==> src/rtl/ckrs_pkg.sv <==
// Clock/reset bundle shared by the rx_frameclk-domain blocks.
// Reset is asynchronous and active-high.
package ckrs_pkg;
  typedef struct packed {
    logic clk;
    logic reset;
  } ckrs_t;
endpackage

==> src/rtl/page_readback_mux.sv <==
// Readback page multiplexer feeding the return-path serial register data input.
// Define PAGE_MUX_ECHO_EN to tag every loaded word with the answering page in [31:24].
module page_readback_mux
  import ckrs_pkg::*;
#(
  parameter int          G_NPAGES  = 32,
  parameter int          G_SETTLE  = 2,
  parameter int          G_TIMEOUT = 1024,
  parameter logic [31:0] G_DEFAULT = 32'hDEADBEEF
) (
  input  ckrs_t                  ClkRs_ix,
  input  logic                   newdata_i,
  input  logic [31:0]            page_selector_ib32,
  input  logic                   tx_valid_i,
  input  logic [G_NPAGES*32-1:0] page_data_ib,
  input  logic [G_NPAGES-1:0]    page_valid_ib,
  input  logic                   clear_i,
  output logic [31:0]            data_ob32,
  output logic                   data_valid_o,
  output logic [7:0]             page_ob8,
  output logic                   busy_o,
  output logic                   range_err_o,
  output logic                   timeout_err_o
);

  localparam int SW = (G_SETTLE > 0) ? $clog2(G_SETTLE + 1) : 1;
  localparam int TW = (G_TIMEOUT > 1) ? $clog2(G_TIMEOUT) : 1;

  localparam logic [1:0] IDLE   = 2'd0;
  localparam logic [1:0] LATCH  = 2'd1;
  localparam logic [1:0] SETTLE = 2'd2;
  localparam logic [1:0] SAMPLE = 2'd3;

  logic          clk;
  logic          rst;
  logic [1:0]    state;
  logic [7:0]    req_page;
  logic          req_frz;
  logic          pend;
  logic          frz;
  logic          oor;
  logic [SW-1:0] scnt;
  logic [TW-1:0] tcnt;
  logic [31:0]   src;
  logic          src_ok;
  logic          take;
  logic          tmo;
  logic          done;
  logic [31:0]   load_raw;
  logic [31:0]   load_word;
  logic          unused_sel;

  assign clk        = ClkRs_ix.clk;
  assign rst        = ClkRs_ix.reset;
  assign unused_sel = ^page_selector_ib32[30:8];
  assign busy_o     = (state != IDLE);

  always_comb begin
    src    = '0;
    src_ok = 1'b0;
    for (int i = 0; i < G_NPAGES; i++) begin
      if (page_ob8 == 8'(i)) begin
        src    = page_data_ib[32*i +: 32];
        src_ok = page_valid_ib[i];
      end
    end
  end

  // an out-of-range page only waits for a frame slot, not a source valid
  assign take     = oor ? tx_valid_i : (tx_valid_i && src_ok);
  assign tmo      = !take && (tcnt == TW'(G_TIMEOUT - 1));
  assign done     = (state == SAMPLE) && (take || tmo);
  assign load_raw = (take && !oor) ? src : G_DEFAULT;

`ifdef PAGE_MUX_ECHO_EN
  assign load_word = {page_ob8, load_raw[23:0]};
`else
  assign load_word = load_raw;
`endif

  always_ff @(posedge clk or posedge rst) begin
    if (rst) begin
      state        <= IDLE;
      req_page     <= '0;
      req_frz      <= 1'b0;
      pend         <= 1'b0;
      frz          <= 1'b0;
      oor          <= 1'b0;
      scnt         <= '0;
      tcnt         <= '0;
      page_ob8     <= '0;
      data_ob32    <= 32'h00000001;
      data_valid_o <= 1'b0;
    end else begin
      data_valid_o <= 1'b0;
      if (newdata_i) begin
        req_page <= page_selector_ib32[7:0];
        req_frz  <= page_selector_ib32[31];
      end
      unique case (state)
        IDLE: begin
          if (newdata_i || pend) begin
            state <= LATCH;
            pend  <= 1'b0;
          end
        end
        LATCH: begin
          if (!newdata_i) begin
            page_ob8 <= req_page;
            frz      <= req_frz;
            oor      <= {24'd0, req_page} >= 32'(G_NPAGES);
            scnt     <= SW'(G_SETTLE);
            state    <= SETTLE;
          end
        end
        SETTLE: begin
          if (newdata_i) begin
            state <= LATCH;
          end else if (scnt <= SW'(1)) begin
            tcnt  <= '0;
            state <= SAMPLE;
          end else begin
            scnt <= scnt - 1'b1;
          end
        end
        SAMPLE: begin
          if (newdata_i) pend <= 1'b1;
          if (done) begin
            state <= IDLE;
            if (!frz) begin
              data_ob32    <= load_word;
              data_valid_o <= 1'b1;
            end
          end else begin
            tcnt <= tcnt + 1'b1;
          end
        end
        default: state <= IDLE;
      endcase
    end
  end

  always_ff @(posedge clk or posedge rst) begin
    if (rst) begin
      range_err_o   <= 1'b0;
      timeout_err_o <= 1'b0;
    end else begin
      if (done && take && oor) range_err_o <= 1'b1;
      else if (clear_i)        range_err_o <= 1'b0;
      if (done && tmo)         timeout_err_o <= 1'b1;
      else if (clear_i)        timeout_err_o <= 1'b0;
    end
  end

endmodule

==> config.mk <==
export PLATFORM = sky130hd
export DESIGN_NAME = page_readback_mux
export DESIGN_NICKNAME = d
export VERILOG_FILES = /design/src/rtl/ckrs_pkg.sv /design/src/rtl/page_readback_mux.sv
export SDC_FILE = /design/constraint.sdc
export NUM_CORES = 1
export LEC_CHECK = 0
export CORE_AREA = 5 5 444 446
export DETAILED_ROUTE_END_ITERATION = 10
export DIE_AREA = 0 0 449 451
export SLEW_MARGIN = 20
export SYNTH_ARGS = -nofsm -noshare
export SYNTH_HDL_FRONTEND = slang
export SYNTH_SLANG_ARGS = --single-unit
==> constraint.sdc <==
create_clock -name ClkRs_ix -period 5.8 [get_ports ClkRs_ix]
set_clock_uncertainty 0.15 [all_clocks]
set_input_delay 1.16 -clock ClkRs_ix [delete_from_list [all_inputs] [get_ports ClkRs_ix]]
set_output_delay 1.16 -clock ClkRs_ix [all_outputs]
set_load 0.005 [all_outputs]
==> impl_metrics.py, run 1 <==
metrics = {
    "drt": {
        "remaining_drc_errors": 0,
        "wl_um": 252000,
        "vias_per_cell": 4.42,
        "drtPass1Iterations": 6,
        "wl_per_cell_um": 45.0,
        "ant_nets": 0,
        "initialDrtViolationCount": 3550,
        "vias": 24700,
    },
    "clocking": {
        "cts_tree": "done",
        "cts_resized": 0,
        "path_clk_slew_ns": 0.09,
        "ctsHoldBuffers": 0,
        "clk_latency_ns": 0.42,
    },
    "timing": {
        "report.final.setup_viol": 0,
        "slew_headroom": 0.155,
        "layout_setup_ws_ns": 0.319,
        "fmax_mhz": 182,
        "finalMaxSlewViolations": 0,
        "worstMarginPinSlew_ns": 1.25,
        "hold_viol": 0,
        "hold_slack_ns": 0.348,
        "fin_crit_sh": 0.945,
        "min_period_ns": 5.48,
        "rsz0062_at_grt": "false",
        "setup_tns_ns": 0,
    },
    "synth": {
        "synthFlopType": "dfrtp_1",
        "synth_area_um2": 12800,
        "syn_inst": 1742,
        "synth-seq-cells": 69,
        "yosysSeqAreaShare": 0.135,
        "ys_types": 101,
        "synthArstFlopShare": 1.00,
        "synth.avg_cell_area_um2": 7.34,
        "synthesis.nets": 2837,
        "ys_warn_count": 0,
        "synth_edf_count": 0,
    },
    "placed_design": {
        "io_buffer_count": 1112,
        "postPlaceCellArea_um2": 28000,
        "dp.cells": 5410,
        "gp_congestion": 0.932,
        "hpwl_um": 218000,
        "post-place-ws_ns": -0.117,
    },
    "floorplanning": {
        "pin_count": 1137,
        "die_h_um": 451,
        "die_area_um2": 202000,
        "rows": 161,
        "coreArea_um2": 192000,
        "start_util": 0.0665,
        "die_w_um": 449,
    },
    "finish": {
        "syn_to_final_growth_pct": 128,
        "final_util": 0.151,
        "drive_gt1_frac": 0.129,
        "final_area_um2": 29100,
        "finalNonFillerCells": 5590,
        "final_nets": 4068,
    },
    "worst_setup_path": {
        "path_max_fanout": 20,
        "cp.required_ns": 6.02,
        "end_kind": "register",
        "arrival_ns": 5.70,
        "critPathKind": "register to register",
        "rr_startpoint": "page_ob8[4]",
        "cp-start-kind": "register",
        "cp-startpoint": "page_ob8[4]",
    },
    "global_routing": {
        "antenna_found_initial": 192,
        "grt_overflow": 0,
        "grt_max_degree": 71,
        "grt_usage": 0.236,
        "first_global_vias": 24000,
        "grt_pass1_wl_um": 302000,
    },
    "pwr": {
        "finalPower_mw": 10.2,
        "power_frac_clock": 0.156,
        "p_switching_mw": 6.52,
        "internal_power_mw": 3.72,
        "cellLeakagePower_nw": 9.93,
        "vdd_drop_max_mv": 0.209,
        "share_seq_of_total_power": 0.088,
        "powerDensity_nw_per_um2": 352,
        "switching_share": 0.637,
        "combPwrFrac": 0.756,
    },
    "hold_path": {
        "hold_path.startpoint": "tcnt[6]",
        "hold_class": "register to register",
    },
    "job": {
        "drv_cap": 0,
    },
    "run_status": {
        "run_status": "completed",
    },
}
[final cells by class]
class | instances | area [um^2]
multi-input cells | 1487 | 10400
clock buffers | 18 | 450
inverters | 26 | 100
diodes | 79 | 198
well taps | 2526 | 3160
repair buffers | 1302 | 12600
clock inverters | 83 | 434
flip-flops and latches | 69 | 1740
fillers | 22100 | 163000
[synthesized netlist by cell type (11+ instances only)]
cell	number	share of area
buf_2	72	0.028
o22ai_1	75	0.037
o22a_1	18	0.012
o211ai_1	19	0.011
nand3_1	40	0.016
mux2_2	46	0.041
a31oi_1	15	0.0073
nor3_1	34	0.013
nand2_1	161	0.047
inv_1	26	0.0076
a21oi_1	192	0.075
o221ai_1	31	0.021
a221o_1	20	0.016
nor2_1	155	0.045
a222oi_1	21	0.016
dfrtp_1	68	0.13
a221oi_1	42	0.029
mux4_2	20	0.035
o32ai_1	13	0.0089
a211oi_1	21	0.012
nor3_2	11	0.0086
o2bb2ai_1	14	0.0096
o21ai_0	146	0.057
o31ai_1	11	0.0065
buf_4	13	0.0076
a22o_1	20	0.014
nor4_1	12	0.0059
a22oi_1	58	0.034
clkbuf_1	56	0.016
mux2i_1	88	0.069
[power by group through the flow]
stage,clock network [mW],registers [mW],logic [mW]
2_1_floorplan,0.140,0.679,3.04
3_3_place_gp,0.140,0.903,7.80
3_5_place_dp,0.140,0.907,7.78
4_1_cts,1.67,0.896,7.81
5_1_grt,1.74,0.911,7.93
6_report,1.60,0.899,7.74
[sequential cells by signal, indices dropped and copies added, names as in the netlist, 2 cells and up]
| signal | cells |
|---|---|
| scnt | 2 |
| page_ob8 | 8 |
| state | 2 |
| data_ob32 | 32 |
| tcnt | 10 |
| req_page | 8 |
[kinds of logic (layout without fill, tap and decap cells)]
logic type,Yosys count,in the layout,synth area share
AOI/OAI and AO/OA,821,821,0.446
xor gates and xnor gates,4,4,0.00274
adders and majority gates,2,2,0.00196
buffers and inverters,186,1429,0.0707
DFF,69,69,0.135
muxes,154,154,0.145
other,0,79,0
and+or+nand+nor,506,506,0.198
[path summary, 6_finish.rpt]
path	end	slack, ns	cells after the start
setup / recovery	data_ob32[2]	0.32	9
hold / removal	tcnt[6]	0.35	1
setup reg to reg	data_ob32[2]	0.32	9
hold reg to reg	tcnt[6]	0.35	1
max in group asynchronous	data_ob32[0]	2.84	3
min in group asynchronous	data_ob32[24]	2.47	3
[critical path, stage by stage, from the launching register on]
cell       delay [ns]
dfrtp_1          0.60
or4_4            0.85
nor2_2           0.52
nand2_1          0.12
a222oi_1         0.96
a2bb2oi_1        0.86
o221ai_1         0.62
buf_4            0.36
a21oi_1          0.15
o32a_1           0.15
[layer usage]
metal	GRT usage	wire (um)	vias up
li1	-	-	9584
met1	0.266	93300	12300
met2	0.382	115000	2169
met3	0.101	27800	586
met4	0.118	15200	100
met5	0	648	-
[repair_timing]
| item | 4_1_cts | 5_1_grt |
|---|---|---|
| endpoints found under the hold margin | 0 | 0 |
| buffers inserted | 1 | 0 |
| setup endpoints to repair | 1 | 0 |
[cell usage in the layout, fill, tap and decap left out, drive strengths merged, types with 10 or more instances in the layout]
cell / synthesis / final
dfrtp: 68 / 68
nand2: 163 / 163
mux2: 46 / 46
o22a: 18 / 18
nand2b: 10 / 10
a222oi: 21 / 21
o221ai: 31 / 31
a22oi: 58 / 58
buf: 103 / 190
nor4: 15 / 15
nor3: 49 / 49
mux2i: 88 / 88
a211oi: 22 / 22
clkbuf: 56 / 18
a2111oi: 10 / 10
mux4: 20 / 20
o2bb2ai: 14 / 14
a31oi: 16 / 16
o21ai: 149 / 149
nand3: 41 / 41
o2111ai: 10 / 10
clkdlybuf4s50: 0 / 1112
inv: 27 / 103
nor2: 164 / 164
a221oi: 42 / 42
o31ai: 11 / 11
nand4: 10 / 10
a221o: 21 / 21
o32ai: 13 / 13
a2bb2oi: 15 / 15
diode: 0 / 79
o22ai: 75 / 75
o211ai: 20 / 20
a22o: 20 / 20
a32oi: 10 / 10
a21oi: 193 / 193
Power figures use the tool's default switching activity.
==> inputs of run 2 (changes only) <==
--- a/config.mk
+++ b/config.mk
@@ -6,8 +6,10 @@
 export NUM_CORES = 1
 export LEC_CHECK = 0
 export CORE_AREA = 5 5 444 446
+export CTS_CLUSTER_DIAMETER = 120
 export DETAILED_ROUTE_END_ITERATION = 10
 export DIE_AREA = 0 0 449 451
+export HOLD_SLACK_MARGIN = 0.15
 export SLEW_MARGIN = 20
 export SYNTH_ARGS = -nofsm -noshare
 export SYNTH_HDL_FRONTEND = slang
==> results of run 2 <==
No change in the layout: final DEF, timing and power equal those of run 1.
